$ cat src/rtl/arb_pkg.sv
// Shared definitions for the random arbiter slice.
// Holds the arbiter FSM state encoding, which the top-level controller uses.
package arb_pkg;

    typedef enum logic [1:0] {
        IDLE,   // no transaction; a cycle with any request here is a decision cycle
        START,  // first cycle of a granted transaction, start pulses
        WAIT    // grant held until the resource reports done
    } arb_state_t;

endpackage

$ cat src/rtl/rand_arbiter_if.sv
// Handshake bundle between the arbiter, its requesters and the shared resource.
//   req        : per-requester request level (requesters -> arbiter)
//   done       : one-cycle transaction-complete pulse (resource -> arbiter)
//   gnt        : one-hot registered grant, held for the whole transaction
//   gnt_idx    : binary index of the gnt bit, 0 when no grant
//   start      : one-cycle pulse marking the first cycle of a transaction
//   busy       : high while a transaction is open
//   starve_hit : pulses with start when the grant was forced by starvation
// Modport master is the arbiter's view; slave is the requester/resource view.
interface rand_arbiter_if #(
    parameter int NUM_REQ = 4
);
    localparam int IDX_W = $clog2(NUM_REQ);

    logic [NUM_REQ-1:0] req;
    logic               done;
    logic [NUM_REQ-1:0] gnt;
    logic [IDX_W-1:0]   gnt_idx;
    logic               start;
    logic               busy;
    logic               starve_hit;

    modport master (
        input  req, done,
        output gnt, gnt_idx, start, busy, starve_hit
    );

    modport slave (
        output req, done,
        input  gnt, gnt_idx, start, busy, starve_hit
    );

endinterface

$ cat src/rtl/rand_arbiter_lfsr.sv
// Team Fibonacci LFSR: shifts left, feedback enters bit 0.
// Taps are bit0 ^ bit(N-1) for 2..4 bits and bit1 ^ bit4 for 5 bits.
//   clock  : posedge clock
//   reset  : synchronous, active-high; loads the value 1
//   enable : advance by one step this cycle, otherwise hold
//   value  : current LFSR contents
module rand_arbiter_lfsr #(
    parameter int NUM_BITS = 4
) (
    input  logic                clock,
    input  logic                reset,
    input  logic                enable,
    output logic [NUM_BITS-1:0] value
);

    logic feedback;

    generate
        if (NUM_BITS == 5) begin : g_taps_5
            assign feedback = value[1] ^ value[4];
        end else begin : g_taps_n
            assign feedback = value[0] ^ value[NUM_BITS-1];
        end
    endgenerate

    // NOTE: state registers use non-blocking assignments so every flop samples
    // the pre-edge values regardless of statement order.
    always_ff @(posedge clock) begin
        if (reset) begin
            value <= NUM_BITS'(1);
        end else if (enable) begin
            value <= {value[NUM_BITS-2:0], feedback};
        end
    end

endmodule

$ cat src/rtl/rand_arbiter.sv
// Randomised arbiter with starvation protection.
// A decision is taken in any IDLE cycle with a pending request: the scan starts
// at (LFSR mod NUM_REQ) and wraps, unless some requester has lost STARVE_LIMIT
// decisions in a row, in which case the lowest such index is forced through.
//   clock : posedge clock
//   reset : synchronous, active-high
//   bus   : rand_arbiter_if master modport (req/done in; gnt, gnt_idx,
//           start, busy, starve_hit out)
module rand_arbiter
    import arb_pkg::*;
#(
    parameter int NUM_REQ      = 4,   // power of two, 2..16
    parameter int LFSR_BITS    = 4,   // 2..5
    parameter int STARVE_LIMIT = 7    // 1..15
) (
    input  logic             clock,
    input  logic             reset,
    rand_arbiter_if.master   bus
);

    localparam int IDX_W = $clog2(NUM_REQ);
    localparam int AGE_W = $clog2(STARVE_LIMIT + 1);
    localparam logic [AGE_W-1:0] AGE_MAX = AGE_W'(STARVE_LIMIT);

    arb_state_t           state;
    logic [NUM_REQ-1:0]   gnt_q;
    logic [IDX_W-1:0]     idx_q;
    logic                 start_q;
    logic                 starve_q;
    logic [AGE_W-1:0]     age [NUM_REQ];

    logic [LFSR_BITS-1:0] lfsr_value;
    logic                 decide;
    logic [IDX_W-1:0]     scan_base;
    logic [IDX_W-1:0]     cand;
    logic                 found;
    logic [IDX_W-1:0]     win_idx;
    logic                 forced;

    assign decide = (state == IDLE) && (|bus.req);

    rand_arbiter_lfsr #(
        .NUM_BITS (LFSR_BITS)
    ) u_lfsr (
        .clock  (clock),
        .reset  (reset),
        .enable (decide),
        .value  (lfsr_value)
    );

    // NUM_REQ is a power of two, so the modulo is a plain truncation and the
    // scan wraps naturally through IDX_W-bit overflow.
    assign scan_base = IDX_W'(32'(lfsr_value) % 32'(NUM_REQ));

    // NOTE: every variable written here gets a default first so no path can
    // leave it unassigned and infer a latch.
    always_comb begin
        cand    = '0;
        found   = 1'b0;
        win_idx = '0;
        forced  = 1'b0;
        for (int k = 0; k < NUM_REQ; k++) begin
            cand = scan_base + IDX_W'(k);
            if (!found && bus.req[cand]) begin
                win_idx = cand;
                found   = 1'b1;
            end
        end
        // Descending walk so the lowest starved index is the last one written.
        for (int i = NUM_REQ - 1; i >= 0; i--) begin
            if (bus.req[i] && (age[i] == AGE_MAX)) begin
                win_idx = IDX_W'(i);
                forced  = 1'b1;
            end
        end
    end

    // Age counters only move in IDLE: idle requesters and the winner clear,
    // losing requesters count up and saturate at the limit.
    // NOTE: the age array is a handful of per-requester registers, not a RAM,
    // so it is cleared element by element on reset.
    always_ff @(posedge clock) begin
        if (reset) begin
            for (int i = 0; i < NUM_REQ; i++) begin
                age[i] <= '0;
            end
        end else if (state == IDLE) begin
            for (int i = 0; i < NUM_REQ; i++) begin
                if (!bus.req[i] || (IDX_W'(i) == win_idx)) begin
                    age[i] <= '0;
                end else if (age[i] != AGE_MAX) begin
                    age[i] <= age[i] + AGE_W'(1);
                end
            end
        end
    end

    always_ff @(posedge clock) begin
        if (reset) begin
            state    <= IDLE;
            gnt_q    <= '0;
            idx_q    <= '0;
            start_q  <= 1'b0;
            starve_q <= 1'b0;
        end else begin
            start_q  <= 1'b0;
            starve_q <= 1'b0;
            case (state)
                IDLE: begin
                    if (decide) begin
                        gnt_q    <= NUM_REQ'(1) << win_idx;
                        idx_q    <= win_idx;
                        start_q  <= 1'b1;
                        starve_q <= forced;
                        state    <= START;
                    end else begin
                        gnt_q <= '0;
                        idx_q <= '0;
                    end
                end
                START, WAIT: begin
                    // req is deliberately ignored here: the grant is locked in
                    // until the resource signals done.
                    if (bus.done) begin
                        gnt_q <= '0;
                        idx_q <= '0;
                        state <= IDLE;
                    end else begin
                        state <= WAIT;
                    end
                end
                default: begin
                    gnt_q <= '0;
                    idx_q <= '0;
                    state <= IDLE;
                end
            endcase
        end
    end

    assign bus.gnt        = gnt_q;
    assign bus.gnt_idx    = idx_q;
    assign bus.start      = start_q;
    assign bus.starve_hit = starve_q;
    assign bus.busy       = (state != IDLE);

endmodule

$ cat src/flat_wrapper.sv
// flat-port wrapper written by rule: the top's interface ports become plain ports
module rand_arbiter_flat import arb_pkg::*;
#(
    parameter int NUM_REQ      = 4,                         
    parameter int LFSR_BITS    = 4,          
    parameter int STARVE_LIMIT = 7            
)
  (clock, reset, bus_req, bus_done, bus_gnt, bus_gnt_idx, bus_start, bus_busy, bus_starve_hit);
  rand_arbiter_if #(.NUM_REQ(NUM_REQ)) bus_i ();
  input  logic clock;
  input  logic reset;
  input wire logic [$bits(bus_i.req)-1:0] bus_req;
  input wire logic [$bits(bus_i.done)-1:0] bus_done;
  output wire logic [$bits(bus_i.gnt)-1:0] bus_gnt;
  output wire logic [$bits(bus_i.gnt_idx)-1:0] bus_gnt_idx;
  output wire logic [$bits(bus_i.start)-1:0] bus_start;
  output wire logic [$bits(bus_i.busy)-1:0] bus_busy;
  output wire logic [$bits(bus_i.starve_hit)-1:0] bus_starve_hit;
  assign bus_i.req = bus_req;
  assign bus_i.done = bus_done;
  assign bus_gnt = bus_i.gnt;
  assign bus_gnt_idx = bus_i.gnt_idx;
  assign bus_start = bus_i.start;
  assign bus_busy = bus_i.busy;
  assign bus_starve_hit = bus_i.starve_hit;
  rand_arbiter #(.NUM_REQ(NUM_REQ), .LFSR_BITS(LFSR_BITS), .STARVE_LIMIT(STARVE_LIMIT)) u_core (.clock(clock), .reset(reset), .bus(bus_i));
endmodule
$ cat config.mk
export PLATFORM = sky130hd
export DESIGN_NAME = rand_arbiter_flat
export DESIGN_NICKNAME = d
export VERILOG_FILES = /design/src/rtl/arb_pkg.sv /design/src/rtl/rand_arbiter_if.sv /design/src/rtl/rand_arbiter_lfsr.sv /design/src/rtl/rand_arbiter.sv /design/src/flat_wrapper.sv
export SDC_FILE = /design/constraint.sdc
export NUM_CORES = 1
export LEC_CHECK = 0
export ABC_CLOCK_PERIOD_IN_PS = 6150
export CAP_MARGIN = 25
export CORE_MARGIN = 2
export CORE_UTILIZATION = 28
export CTS_CLUSTER_SIZE = 28
export DETAILED_ROUTE_END_ITERATION = 8
export HOLD_SLACK_MARGIN = 0.02
export PLACE_DENSITY = 0.49
export SYNTH_ARGS = -nofsm -noshare
export SYNTH_HDL_FRONTEND = slang
export SYNTH_HIERARCHICAL = 1
export SYNTH_SLANG_ARGS = --single-unit
$ cat constraint.sdc
create_clock -name clock -period 6.15 [get_ports clock]
set_input_delay 0.615 -clock clock [delete_from_list [all_inputs] [get_ports clock]]
set_output_delay 0.615 -clock clock [all_outputs]
set_load 0.05 [all_outputs]
; Word-level counts from Yosys, hierarchy flattened
; Memory sizes are Yosys's and may differ from the RTL's.
; Index checks and enable logic that the tools add are counted.
[op_classes]
addsub = 7
n_lt_le_gt_ge = 4
eq_ne = 15
n_shift = 1
n_mux = 79
n_bitwise = 11
n_reduce_logical = 26
[op_table]
columns = cell, n
row1 = 1-bit 2-to-1 mux, 50
row2 = 2-bit 2-to-1 mux, 12
row3 = 3-bit 2-to-1 mux, 8
row4 = "3-bit by 1-bit adder with 3-bit output, second input constant", 4
row5 = "3-bit equality test, second input constant", 4
row6 = "2-bit by 3-bit < comparator with 1-bit output, second input constant", 4
row7 = "3-bit != test, second input constant", 4
row8 = 1-bit binary-select mux with 2-bit select, 4
row9 = 1-bit logical AND, 8
row10 = 4-bit 2-to-1 mux, 2
row11 = 1-bit bitwise OR, 8
row12 = 2-bit case mux with 2 select lines, 2
row13 = 4-bit case mux with 2 select lines, 1
row14 = 1-bit logical NOT, 7
row15 = "2-bit adder, second input constant", 2
row16 = "2-bit equality test, first input constant", 2
row17 = 2-bit logical NOT, 2
row18 = 1-bit logical OR, 4
row19 = 2-bit OR reduction, 2
row20 = 4-bit OR reduction, 1
row21 = "1-bit by 2-bit << shifter with 4-bit output, first input constant", 1
row22 = 3-bit OR reduction, 1
row23 = "2-bit by 1-bit adder with 2-bit output, second input constant", 1
row24 = "1-bit by 2-bit equality test with 1-bit output, first input constant", 1
row25 = other kinds (7), 8
[word_totals]
reg_bits = 14
mem_bits_rw = 12
in_bits = 7
out_inout_bits = 9
elab_cells = 150
mem_count = 1
[memory_table]
columns = memory, words, word_bits, rd, rd_ports_with_merged_regs, write_ports, line_no
row1 = u_core.age, 4, 3, 4, 0, 4, rand_arbiter.sv:30  ; logic [AGE_W-1:0] age [NUM_REQ];

; Depth between registers and ports, before layout
; Gate-level depths: netlist (run 1).
[logic_depth]
ltp_word = 24
mapped_depth = 7
ltp_nobuf = 7

; Hierarchy
; Netlist (run 1), hierarchy kept.
[modules_own_cells]
columns = mod, n_inst, cells_per_inst, area_each_um2, seq_area_each_um2
row1 = rand_arbiter, 1, 123, 1248.7, 560.5
row2 = rand_arbiter_lfsr, 1, 14, 148.9, 80.1

; Worst setup path before layout (run 1)
; No wires, ideal clock.
[synth_path]
kind = input to register
startpoint = input port bus_req[1]
endpoint = memory u_core/age[1][0] (netlist name) (enable)
setup_time_ns = 0.319
arrival_ns = 1.955
path_slack_ns = 3.876
stages = 6
path_buffers = 1
cell_sequence = buf_2 > nor3b_1 > o32a_1 > a211oi_2 > a211oi_1 > nor2_1
[synth_rtl]
columns = item, line_no
row1 = from (decl), flat_wrapper.sv:12  ; input wire logic [$bits(bus_i.req)-1:0] bus_req;
row2 = to (decl), rand_arbiter.sv:30

==> out/metrics.cfg, run 1 <==
[status]
status=finished, final reports clean

[timing]
timing.final.crit_share_pct=46.1
grt_setup_unrepaired=false
worst_slew_pin_slew_ps=672
skew_ps=3.79
timing.fmax_mhz=353
period_minus_slack_ps=2830
hold-worst-slack_ps=470
timing.final.ws_setup_ps=3320
tns_ps=0
slew_violations=0
finalSetupViolCount=0
final-hold-violation-count=0
relSlewSlack_pct=55.1

[clock_tree]
cts.clk_slew.worst_paths_ps=80
cts_buffers=3
insertion_delay_ps=260
holdBufCountCts=0
cts_setup_buffers=0
cts_resized=0
clockBufferDepth=2
root_buffer=clkbuf_8
cts_tree=yes
cts_sinks=26
htreeDepth=1

[placed_design]
dp_hpwl_mm=2.01
place_area_um2=1620
place_congestion=0.795
io_buffer_count=15
pre_cts_slack_ps=3050
dp.cells=215

[synth]
syn_inst=137
ys_top_cells_by_area=edfxtp_1 26%, dfxtp_1 20%, ha_1 9.0%
synth_top_cell_area_share_pct=25.8
synth_flop_cell=dfxtp_1
syn_nets=154
yosys.area_share.xor_xnor_pct=0
netlist-cell-type-count=40
synth_mux_area_share_pct=2.86
synthAdderAreaFrac_pct=8.95
yosysSeqAreaShare_pct=45.8
synth-seq-cells=26
synth_area_leader_cell=edfxtp_1
synth_warnings=6
synth-compound-area-share_pct=18.3
synth_edf_count=12
syn-cell-area_um2=1400
yosys.area_share.simple_pct=20.8
avgSynthCellArea_um2=10.2
synthArstFlopShare_pct=0
synth_top_family_by_area=simple AND/OR/NAND/NOR gates

[detailed_routing]
drt-pass1-iter-count=4
antenna_left=0
drcViolationCount=0
drt_wl_total_mm=2.76
vias_per_cell=4.76
drtIter0Drc=48
vias=1038
wl_per_cell_um=12.7

[cells_and_area]
stdcell_area_um2=1660
utilization_pct=34.8
stdcell_count=218
final_nets=170
areaGrowthSynthToFinish_pct=18.5
antennaDiodeCount=0
fillers=486
drive_gt1_share_pct=5.96

[critical_path]
worstSetupPathType=input port to flip-flop
worst_setup_path_end_kind=flip-flop
crit_required_ps=6100
cp_max_fo=12
max_stage_delay_ps=610
slowest_stage=a211oi_2
start_kind=input port
arrival_ps=2790
crit_chain=clkdlybuf4s50_1 > nor3b_1 > o32a_1 > a211oi_2 > a211oi_1 > nor2_1

[power_and_ir_drop]
pwr-share-comb_pct=23.1
seq_power_share_pct=53.2
power_mw=0.392
leakagePower_nw=0.642
p_per_area_nw_per_um2=237
p_clk_share_pct=23.7
switching_share_pct=29.3
peakVddDrop_mv=0.0937
p_int_mw=0.277
p_switching_mw=0.115

[global_routing]
grt_max_degree=18
grt_overflow_total=0
grt_pass1_vias=1035
track_usage_pct=11.1
antenna_found_initial=0
grt_pass1_wl_mm=4.76

[die]
core_um2=4750
ios=16
rows=25
die_x_um=74.7
die_y_um=74.7
initial_core_util_pct=29.4
dieArea_um2=5570

[min_path]
hold_class=flip-flop to flip-flop

[run]
maxCapViolations=0

-- metal layers --
| layer | wire length [um] | part of all wire [%] | up-vias | global-route usage [%] |
|---|---|---|---|---|
| li1 | - | - | 525 | - |
| met1 | 1460 | 53 | 492 | 15.6 |
| met2 | 1140 | 41 | 19 | 16.5 |
| met3 | 135 | 4.9 | 2 | 2.54 |
| met4 | 22 | 0.80 | 0 | 4.17 |
| met5 | 0 | 0 | - | 0 |
-- flip-flops by register name, summed over array words and instances, names as in the netlist --
signal	count
u_core/bus.gnt	4
u_core/state	2
u_core/age	12
u_core/bus.starve_hit	1
u_core/bus.start	1
u_core/u_lfsr/value	4
u_core/bus.gnt_idx	2
-- kinds of logic after synthesis --
logic type,Yosys count
compound gates,34
fa+ha+maj,10
buf+inv,11
flops,26
mux,4
simple gates,52
-- synthesized netlist by cell type (3+ instances only) --
library cell / n
mux2i_1: 4
dfxtp_1: 14
nand2_1: 9
buf_2: 3
a21oi_1: 9
nor2b_1: 7
nand2b_1: 3
a22oi_1: 3
and2_1: 10
a211oi_1: 4
inv_1: 6
ha_1: 10
edfxtp_1: 12
nor3b_1: 3
nor2_1: 9
-- cell usage in the layout, fill, tap and decap left out, drive strengths merged, types with 2 or more instances in the layout --
cell type	count
clkdlybuf4s50	15
dfxtp	14
edfxtp	12
and2	10
ha	10
nor2	9
nand2	9
a21oi	9
nor2b	7
inv	6
a211oi	6
mux2i	4
clkbuf	3
a22oi	3
nand2b	3
nor3b	3
o21ai	2
a21boi	2
a21o	2
o21a	2
nand4	2
or2	2
-- power by group through the flow --
| stage | Combinational, mW | Sequential (mW) | Clock (mW) |
|---|---|---|---|
| 2_1_floorplan | 0.0513 | 0.224 | 0 |
| 3_3_place_gp | 0.0905 | 0.212 | 0 |
| 3_5_place_dp | 0.0903 | 0.213 | 0 |
| 4_1_cts | 0.0912 | 0.209 | 0.0998 |
| 5_1_grt | 0.101 | 0.211 | 0.107 |
| 6_report | 0.0906 | 0.209 | 0.0931 |
-- worst max-delay path, delay by kind of cell --
family / cells / cell delay, ps
buffers and inverters: 1 / 590
AO/OA/AOI/OAI: 3 / 1100
AND/OR/NAND/NOR: 2 / 470
-- worst paths after layout --
path,from,endpoint,slack (ps),depth (start not counted)
worst max-delay path,bus_req[2],u_core/age[1][1],3320,6
worst min-delay path,u_core/bus.gnt_idx[0],u_core/bus.gnt_idx[0],470,2
worst max register to register,u_core/age[2][0],u_core/age[1][1],3710,7
worst min register to register,u_core/bus.gnt_idx[0],u_core/bus.gnt_idx[0],470,2
-- cell type report --
type                            count  area (um2)  area share, %
Multi-Input combinational cell    100         711           42.9
Clock buffer                        3        41.3           2.49
Inverter                            6        22.5           1.36
Timing Repair Buffer               16         158           9.52
Tap cell                           67        83.8           5.06
Sequential cell                    26         641           38.7
Note: power is estimated with default switching activity, not from simulation.
==> inputs of run 2 (changes only) <==
--- a/config.mk
+++ b/config.mk
@@ -5,7 +5,7 @@
 export SDC_FILE = /design/constraint.sdc
 export NUM_CORES = 1
 export LEC_CHECK = 0
-export ABC_CLOCK_PERIOD_IN_PS = 6150
+export ABC_CLOCK_PERIOD_IN_PS = 2900
 export CAP_MARGIN = 25
 export CORE_MARGIN = 2
 export CORE_UTILIZATION = 28
==> constraint.sdc (replaced) <==
create_clock -name clock -period 2.9 [get_ports clock]
set_input_delay 0.29 -clock clock [delete_from_list [all_inputs] [get_ports clock]]
set_output_delay 0.29 -clock clock [all_outputs]
set_load 0.05 [all_outputs]
==> run 2 against run 1 <==
Compared with the run above:
- routed wire length up 0.98%
- first-iteration DRC count rose by 90%
- sequential share of layout area down 0.69 points
- utilization increased by 0.63 points
- critical path depth did not move
- final cell count grew 1.8%
- clock power increased by 110%
- clock-buffer cell count stayed put
- register-to-register slack got worse by 3300 ps
- worst setup slack got worse by 2900 ps
==> out/metrics.cfg, run 2 (synthesis gave the netlist of run 1 again) <==
[cells_and_area]
final_common_cell=clkdlybuf4s50_1
final_cell_mix=15 x clkdlybuf4s50_1, 14 x dfxtp_1, 12 x edfxtp_1
antennaDiodeCount=0
register_area_um2=641
fillers=516
largest_register=u_core/age
areaGrowthSynthToFinish_pct=20.7
multi_input_area_um2=711
drive_gt1_share_pct=8.39
stdcell_area_um2=1690
stdcell_count=222
final_nets=174
largest_reg_flops=12

[power_and_ir_drop]
p_per_area_nw_per_um2=496
peakVddDrop_mv=0.214
leakagePower_nw=0.661

[placed_design]
dp.cells=219
io_buffer_count=15
place_congestion=0.801
dp_hpwl_mm=2.04
place_area_um2=1650

[die]
core_um2=4750
dieArea_um2=5570
rows=25
die_x_um=74.7
die_y_um=74.7
ios=16
initial_core_util_pct=29.4

[critical_path]
worst_setup_path_end_kind=flip-flop
arrival_ps=2460
start_kind=input port
slowest_stage=clkdlybuf4s50_1
reg2reg_depth=7
crit_required_ps=2850
crit_end=u_core/age[1][1]
max_stage_delay_ps=680
crit_chain=clkdlybuf4s50_1 > nor3b_1 > o32a_1 > a211oi_2 > a211oi_1 > nor2_1
worstSetupPathType=input port to flip-flop
reg2reg_setup_slack_ps=400
cp_max_fo=10
r2r_end=u_core/age[1][1]
critPathLaunch=bus_req[1]
regToRegStartpoint=u_core/age[2][0]

[timing]
tns_ps=0
period_minus_slack_ps=2510
grt_setup_unrepaired=false
worst_slew_pin_slew_ps=720
timing.final.crit_share_pct=86.5
slew_violations=0
skew_ps=3.48
timing.fmax_mhz=399
final-hold-violation-count=0
hold-worst-slack_ps=465
relSlewSlack_pct=51.9
finalSetupViolCount=0

[global_routing]
grt_pass1_vias=1061
met3_usage_pct=2.14
grt_pass1_wl_mm=4.97
grt_overflow_total=0
grt_max_degree=17
top_usage_layer=met1
antenna_found_initial=0
gr-usage-met2_pct=16.7
grt.met1_usage_pct=16.9
track_usage_pct=11.5

[clock_tree]
insertion_delay_ps=260
cts_buffers=3
cts_setup_buffers=0
cts_resized=0
clockBufferDepth=2
holdBufCountCts=0
htreeDepth=1
cts_tree=yes
cts_sinks=26
root_buffer=clkbuf_8
cts.clk_slew.worst_paths_ps=80

[detailed_routing]
vias=1048
drtIter0Drc=91
drt-pass1-iter-count=4
wl_per_cell_um=12.6
drt_wl_total_mm=2.79
vias_per_cell=4.72
antenna_left=0
drcViolationCount=0

[min_path]
hold_path_depth=2
hold_class=flip-flop to flip-flop

[status]
status=finished, final reports clean

[run]
maxCapViolations=0

==> run 2: cell types whose count changed in the layout (fill, tap and decap cells not counted), sizes merged <==
cell	delta
buf	+4
==> run 2: routing by layer <==
metal | up-vias | wire length, um
li1 | 533 | -
met1 | 492 | 1420
met2 | 21 | 1200
met3 | 2 | 145
met4 | 0 | 22
met5 | - | 0
==> run 2: power breakdown <==
group          leakage, nW  switching [mW]  internal [mW]
clock               0.0216           0.101         0.0928
sequential           0.251          0.0204          0.422
combinational        0.389           0.121         0.0787
==> run 2: worst max-delay path: cells and delay by family <==
family	cells	cell delay (ps)
buffers and inverters	1	680
AO/OA/AOI/OAI	3	1140
AND/OR/NAND/NOR	2	340
==> run 2: how the worst min path moves through the flow <==
stage,start,to,slack [ps]
after floorplan,reset,u_core/u_lfsr/value[1],360
after global routing,u_core/bus.gnt[1],u_core/bus.gnt[1],490
after detailed placement,u_core/bus.gnt_idx[1],u_core/bus.gnt_idx[1],450
after CTS,u_core/bus.gnt_idx[1],u_core/bus.gnt_idx[1],470
final,u_core/bus.gnt_idx[1],u_core/bus.gnt_idx[1],460
after global placement,u_core/bus.gnt_idx[0],u_core/bus.gnt_idx[0],450
==> run 2: stage by stage <==
stage / power (mW) / setup slack, ps / util, %
2_1_floorplan: 0.585 / 770 / -
3_3_place_gp: 0.647 / 201 / 34.6
3_5_place_dp: 0.650 / 117 / 34.6
4_1_cts: 0.853 / 421 / 35.5
5_1_grt: 0.893 / 192 / 35.5
6_report: 0.836 / 391 / 35.5
==> run 2: layout make-up <==
class                      instances  share of cell area [%]
sequential                        26                    38.0
multi-input combinational        100                    42.1
clock buffer                       3                    2.45
inverter                           6                    1.34
tap                               67                    4.97
timing repair buffer              20                    11.1
